==> config.mk <==
export PLATFORM = sky130hd
export DESIGN_NAME = avalon_mm_rmw_sweep_master
export DESIGN_NICKNAME = d
export VERILOG_FILES = /design/src/rtl/avalon_mm_rmw_sweep_master.sv
export SDC_FILE = /design/constraint.sdc
export NUM_CORES = 1
export LEC_CHECK = 0
export BUFFER_PORTS_ARGS = -buffer_cell sky130_fd_sc_hd__buf_2
export CORE_MARGIN = 2
export CORE_UTILIZATION = 50
export DETAILED_ROUTE_END_ITERATION = 16
export GPL_ROUTABILITY_DRIVEN = 0
export HOLD_SLACK_MARGIN = 0.03
export PLACE_DENSITY = 0.79
export RECOVER_POWER = 25
export SYNTH_ARGS = -nofsm -noshare
export SYNTH_HDL_FRONTEND = slang
export SYNTH_SLANG_ARGS = --single-unit
==> constraint.sdc <==
create_clock -name clk -period 2.53 [get_ports clk]
set_input_delay 0.506 -clock clk [delete_from_list [all_inputs] [get_ports clk]]
set_output_delay 0.506 -clock clk [all_outputs]
set_load 0.02 [all_outputs]
==> src/rtl/avalon_mm_rmw_sweep_master.sv <==
// Avalon-MM master that periodically sweeps NUM_WORDS words, adding STEP to every non-zero word.
// Optional macro RMW_SATURATE_EN: saturate the increment at all-ones instead of wrapping.
module avalon_mm_rmw_sweep_master #(
    parameter int unsigned        DATA_W    = 32,
    parameter int unsigned        ADDR_W    = 32,
    parameter logic [ADDR_W-1:0]  BASE_ADDR = '0,
    parameter int unsigned        NUM_WORDS = 4,
    parameter int unsigned        INTERVAL  = 100,
    parameter logic [DATA_W-1:0]  STEP      = 1
) (
    input  logic                clk,
    input  logic                reset_n,
    input  logic                enable,
    output logic [ADDR_W-1:0]   address,
    output logic [DATA_W/8-1:0] byteenable,
    output logic                read,
    input  logic [DATA_W-1:0]   readdata,
    input  logic                readdatavalid,
    output logic                write,
    output logic [DATA_W-1:0]   writedata,
    input  logic                waitrequest,
    output logic                busy,
    output logic [15:0]         sweep_count
);
    localparam int BE_W  = DATA_W / 8;
    localparam int IDX_W = (NUM_WORDS > 1) ? $clog2(NUM_WORDS) : 1;
    localparam int CNT_W = (INTERVAL > 1) ? $clog2(INTERVAL) : 1;
    localparam logic [IDX_W-1:0]  LAST_IDX   = IDX_W'(NUM_WORDS - 1);
    localparam logic [CNT_W-1:0]  LAST_CNT   = CNT_W'(INTERVAL - 1);
    localparam logic [ADDR_W-1:0] WORD_BYTES = ADDR_W'(BE_W);

    typedef enum logic [2:0] {IDLE, RD_REQ, RD_WAIT, WR_REQ, ADVANCE} state_t;

    state_t             state_q, state_d;
    logic [CNT_W-1:0]   cnt_q, cnt_d;
    logic [IDX_W-1:0]   idx_q, idx_d;
    logic [ADDR_W-1:0]  address_q, address_d;
    logic [BE_W-1:0]    byteenable_q, byteenable_d;
    logic               read_q, read_d;
    logic               write_q, write_d;
    logic [DATA_W-1:0]  writedata_q, writedata_d;
    logic               busy_q, busy_d;
    logic [15:0]        sweep_count_q, sweep_count_d;
    logic               capture;

    function automatic logic [DATA_W-1:0] rmw_incr(input logic [DATA_W-1:0] value);
`ifdef RMW_SATURATE_EN
        logic [DATA_W:0] sum;
        sum = {1'b0, value} + {1'b0, STEP};
        rmw_incr = sum[DATA_W] ? '1 : sum[DATA_W-1:0];
`else
        rmw_incr = value + STEP;
`endif
    endfunction

    always_comb begin
        state_d       = state_q;
        cnt_d         = cnt_q;
        idx_d         = idx_q;
        address_d     = address_q;
        read_d        = read_q;
        write_d       = write_q;
        writedata_d   = writedata_q;
        busy_d        = busy_q;
        sweep_count_d = sweep_count_q;
        capture       = 1'b0;

        case (state_q)
            IDLE: begin
                if (enable) begin
                    if (cnt_q == LAST_CNT) begin
                        cnt_d     = '0;
                        idx_d     = '0;
                        address_d = BASE_ADDR;
                        busy_d    = 1'b1;
                        read_d    = 1'b1;
                        state_d   = RD_REQ;
                    end else begin
                        cnt_d = cnt_q + CNT_W'(1);
                    end
                end
            end
            RD_REQ: begin
                if (!waitrequest) begin
                    read_d = 1'b0;
                    // Data returned in the acceptance cycle skips RD_WAIT entirely.
                    if (readdatavalid) begin
                        capture = 1'b1;
                    end else begin
                        state_d = RD_WAIT;
                    end
                end
            end
            RD_WAIT: begin
                if (readdatavalid) begin
                    capture = 1'b1;
                end
            end
            WR_REQ: begin
                if (!waitrequest) begin
                    write_d = 1'b0;
                    state_d = ADVANCE;
                end
            end
            ADVANCE: begin
                if (idx_q == LAST_IDX) begin
                    busy_d        = 1'b0;
                    sweep_count_d = sweep_count_q + 16'd1;
                    state_d       = IDLE;
                end else begin
                    idx_d     = idx_q + IDX_W'(1);
                    address_d = address_q + WORD_BYTES;
                    read_d    = 1'b1;
                    state_d   = RD_REQ;
                end
            end
            default: state_d = IDLE;
        endcase

        // Zero words are skipped without a write so untouched memory stays untouched.
        if (capture) begin
            if (readdata == '0) begin
                state_d = ADVANCE;
            end else begin
                writedata_d = rmw_incr(readdata);
                write_d     = 1'b1;
                state_d     = WR_REQ;
            end
        end

        byteenable_d = (read_d || write_d) ? '1 : '0;
    end

    always_ff @(posedge clk or negedge reset_n) begin
        if (!reset_n) begin
            state_q       <= IDLE;
            cnt_q         <= '0;
            idx_q         <= '0;
            address_q     <= BASE_ADDR;
            byteenable_q  <= '0;
            read_q        <= 1'b0;
            write_q       <= 1'b0;
            writedata_q   <= '0;
            busy_q        <= 1'b0;
            sweep_count_q <= '0;
        end else begin
            state_q       <= state_d;
            cnt_q         <= cnt_d;
            idx_q         <= idx_d;
            address_q     <= address_d;
            byteenable_q  <= byteenable_d;
            read_q        <= read_d;
            write_q       <= write_d;
            writedata_q   <= writedata_d;
            busy_q        <= busy_d;
            sweep_count_q <= sweep_count_d;
        end
    end

    assign address     = address_q;
    assign byteenable  = byteenable_q;
    assign read        = read_q;
    assign write       = write_q;
    assign writedata   = writedata_q;
    assign busy        = busy_q;
    assign sweep_count = sweep_count_q;

endmodule
# Yosys cells after proc, flatten, opt, wreduce, memory -nomap -nowiden
# Cells that the tools add are included.
# totals
register_bits	99
inputBits	37
output_inout_bits	87
word_cells	77
# op_classes
n_addsub	5
eq_ne	16
n_mux	35
bitwise	1
n_reduce_logical	10
# op_table
cell	count
$mux 32	3
$pmux 32 s2	1
$add 32x1->32 const B	1
$add 32x3->32 const B	1
$logic_not 32->1	1
$mux 3	7
$add 16x1->16 const B	1
$ne 3x3->1 const B	5
$pmux 3 s5	1
$mux 1	14
$ne 2x2->1 const B	5
$reduce_and 4->1	2
$add 7x1->7 const B	1
$eq 7x7->1 const B	1
$mux 7	1
$eq 3x2->1 const B	2
$mux 2	3
$reduce_and 2->1	3
$reduce_and 6->1	1
$mux 4	1
$pmux 1 s2	2
$pmux 2 s2	1
$eq 3x1->1 const B	1
$eq 3x3->1 const B	1
other kinds (7)	7

# Depth between registers and ports, before layout
# logic_depth
word_depth	6
depth_mapped	9
mapped_depth_nobuf	7

# Worst setup path before layout
# No wires, ideal clock.
# synth_path
path_type	register to register
startpoint	register idx_q[0]
endpoint	register address_q[31], in the netlist address[31]
setup_ns	0.078
arrival_time_ns	2.055
required_ns	2.452
setup_slack_ns	0.397
path_stages_with_launch	8
path_buffers	1
synth_period_minus_slack_ns	2.133
path_cell_list	dfrtp_1 -> ha_1 -> nor4b_4 -> a31oi_2 -> or3_1 -> clkbuf_1 -> or4_1 -> a21oi_1
# synth_via
elab_chain_len	3
# synth_lines
element	line	text
start, declared	36	logic [IDX_W-1:0] idx_q, idx_d;
start signal, assigned	149	idx_q <= idx_d;
$eq 2x2->1	106	if (idx_q == LAST_IDX) begin
$ne 2x2->1 (no source line)	n/a	
$reduce_and 4->1 (no source line)	n/a	
end signal, assigned	150	address_q <= address_d;
end, declared	37	logic [ADDR_W-1:0] address_q, address_d;
# No other way between the ends.
# A chain may end at the register's enable or synchronous reset.

# Worst setup path after layout
# Ends and elaborated chain as after synthesis.

==> flow_summary.json <==
{
  "status": "finished, violations left",
  "violations": "max-capacitance violations, max-slew violations",
  "drt_wl_total_um": 10900,
  "reg2reg_depth": 6,
  "pre_cts_ws_ns": 0.330,
  "slowest_delay_ns": 0.50,
  "tns_ns": 0,
  "ys_seq_area_frac": 0.485,
  "grt_first_pass_wirelength_um": 18400,
  "start_kind": "flop",
  "clock-sinks": 94,
  "row_count": 35,
  "cts_inserted_buffers": 9,
  "start_util": 0.520,
  "syn_avg_cell_area_um2": 9.54,
  "via_per_inst": 5.42,
  "fin_skew_ns": 0.0128,
  "final_common_cell": "buf_2",
  "maxSlewViolCount": 34,
  "min_to": "writedata[0]",
  "cp_slowest_cell": "or3_1",
  "synthFlopType": "dfrtp_1",
  "port_buffers": 121,
  "final-seq-area_um2": 2350,
  "h-tree-depth": 3,
  "drive_above_1_share": 0.250,
  "path_buf_inv": 0,
  "dieArea_um2": 10500,
  "period_share": 0.879,
  "ir_drop_v": 0.000571,
  "finalPower_w": 0.00492,
  "reg2reg_slack_ns": 0.31,
  "most-common-layout-cells": "120 x buf_2, 94 x dfrtp_1, 69 x nand2_1",
  "drt_pass1_iterations": 4,
  "r2r_end": "address[31]",
  "crit_chain": "ha_1 -> nor4b_4 -> a31oi_2 -> or3_1 -> or4_1 -> a21oi_1",
  "diodes": 0,
  "multiInputGateArea_um2": 2330,
  "drt-initial-drc-count": 167,
  "placed_cells": 741,
  "hold_viol": 0,
  "rsz0062_at_grt": "no",
  "worst_ep_required_time_ns": 2.82,
  "cts_tree": "done",
  "endpoint_kind": "flop",
  "async_flop_share": 1.00,
  "clock_latency_ns": 0.36,
  "wl_per_cell_um": 14.4,
  "root_buffer": "clkbuf_8",
  "cts.repair.resized": 0,
  "cts_setup_buffers": 0,
  "worstPathMaxFanout": 8,
  "die_h_um": 102,
  "slew_headroom": -0.238,
  "syn_to_final_growth_pct": 20.9,
  "hp-class": "in -> reg",
  "power.density_nw_per_um2": 839,
  "clock.fmax_mhz": 450,
  "p_leak_nw": 2.79,
  "hold_depth": 2,
  "synth_cells": 508,
  "drc": 0,
  "hold_buffers": 0,
  "fillerInstances": 790,
  "final.setup.worst_slack_ns": 0.307,
  "r2r-start": "idx_q[0]",
  "critical_path_class": "reg -> reg",
  "drtAntennaViolNets": 0,
  "grt_usage": 0.220,
  "synth_edf_count": 0,
  "die_x_um": 102,
  "vias": 4100,
  "hpwl_um": 8090,
  "nNetsFinal": 666,
  "period_needed_ns": 2.22,
  "path_clk_slew_ns": 0.10,
  "clk_path_buf_depth": 2,
  "netlist_area_um2": 4850,
  "yosys_warnings": 0,
  "arrival_ns": 2.52,
  "final_util": 0.628,
  "critPathTopFamily": "simple AND/OR/NAND/NOR gates",
  "core_um2": 9330,
  "grt_max_degree": 62,
  "tightest_slew_ns": 1.86,
  "synth_cell_types": 45,
  "ys_seq_elements": 94,
  "grt_pass1_vias": 3913,
  "gr-total-overflow": 0,
  "max_cap_viol_count": 1,
  "min_from": "readdata[0]",
  "fin_cells": 757,
  "setup_viol": 0,
  "antenna_found_initial": 0,
  "io_pins": 124
}
==> final cells by class <==
class,instances,share of cell area
Timing Repair Buffer,132,0.121
Multi-Input combinational cell,377,0.398
Inverter,9,0.00576
Tap cell,129,0.0275
Clock buffer,9,0.0211
Clock inverter,7,0.0243
Sequential cell,94,0.401
==> power by group <==
group	switching [W]	internal (W)
combinational	0.000930	0.000552
sequential	0.000288	0.00185
clock	0.000540	0.000762
total	0.00176	0.00316
==> flip-flops by register name, summed over array words and instances (netlist names) <==
name / flops
busy: 1
address: 30
state_q: 3
writedata: 32
sweep_count: 16
cnt_q: 7
idx_q: 2
read: 1
byteenable: 1
write: 1
==> worst max-delay path by stage <==
stage               cells after the start  slack (ns)         from             to
global placement                        8        0.34  readdata[0]  writedata[14]
global route                            6        0.17     idx_q[0]    address[31]
detailed placement                      6        0.33     idx_q[0]    address[31]
floorplan                               7        0.40     idx_q[0]    address[31]
finish                                  6        0.31     idx_q[0]    address[31]
CTS                                     6        0.31     idx_q[0]    address[31]
==> per-stage QoR <==
stage,hold slack [ns],area [um^2]
global placement,0.455,5600
global route,0.420,5860
CTS,0.0988,5860
detailed placement,0.465,5600
finish,0.427,5860
floorplan,0.210,4850
==> logic make-up (layout without fill, tap and decap cells) <==
group,Yosys count,count (layout),synth area share
other,1,2,0.000774
multiplexers,4,4,0.00904
flip-flops,94,94,0.485
buffers and inverters,38,157,0.0359
AND/OR/NAND/NOR,229,229,0.254
adder cells (fa/ha/maj),6,6,0.0155
AO/OA/AOI/OAI,68,68,0.0767
XOR/XNOR,68,68,0.123
==> layer usage <==
metal  global-route usage  wire (um)  vias up
met4               0.0626        121        0
met1                0.292       4860     1952
li1                     -          -     2002
met3               0.0445        641        9
met5                    0          0        -
met2                0.367       5270      137
==> synthesized netlist by cell type, types with 2 or more instances <==
master,number,share of area
dfrtp_1,94,0.49
nand2_1,69,0.053
o21ai_0,50,0.052
xnor2_1,40,0.072
nor2_1,34,0.026
xor2_1,28,0.051
nand4_1,24,0.031
nand3_1,23,0.024
and3_1,16,0.021
clkbuf_1,16,0.012
nor4_1,14,0.018
a21oi_1,9,0.0093
and4_1,9,0.016
inv_1,9,0.0070
or3_1,8,0.010
nor3_1,7,0.0072
buf_2,6,0.0062
buf_4,6,0.0093
ha_1,6,0.015
nor4b_1,5,0.0090
and2_1,4,0.0052
mux2_2,3,0.0070
nand2b_1,3,0.0039
nand3b_1,2,0.0031
nor3b_1,2,0.0031
nor4b_4,2,0.0098
Power figures use the tool's default switching activity.
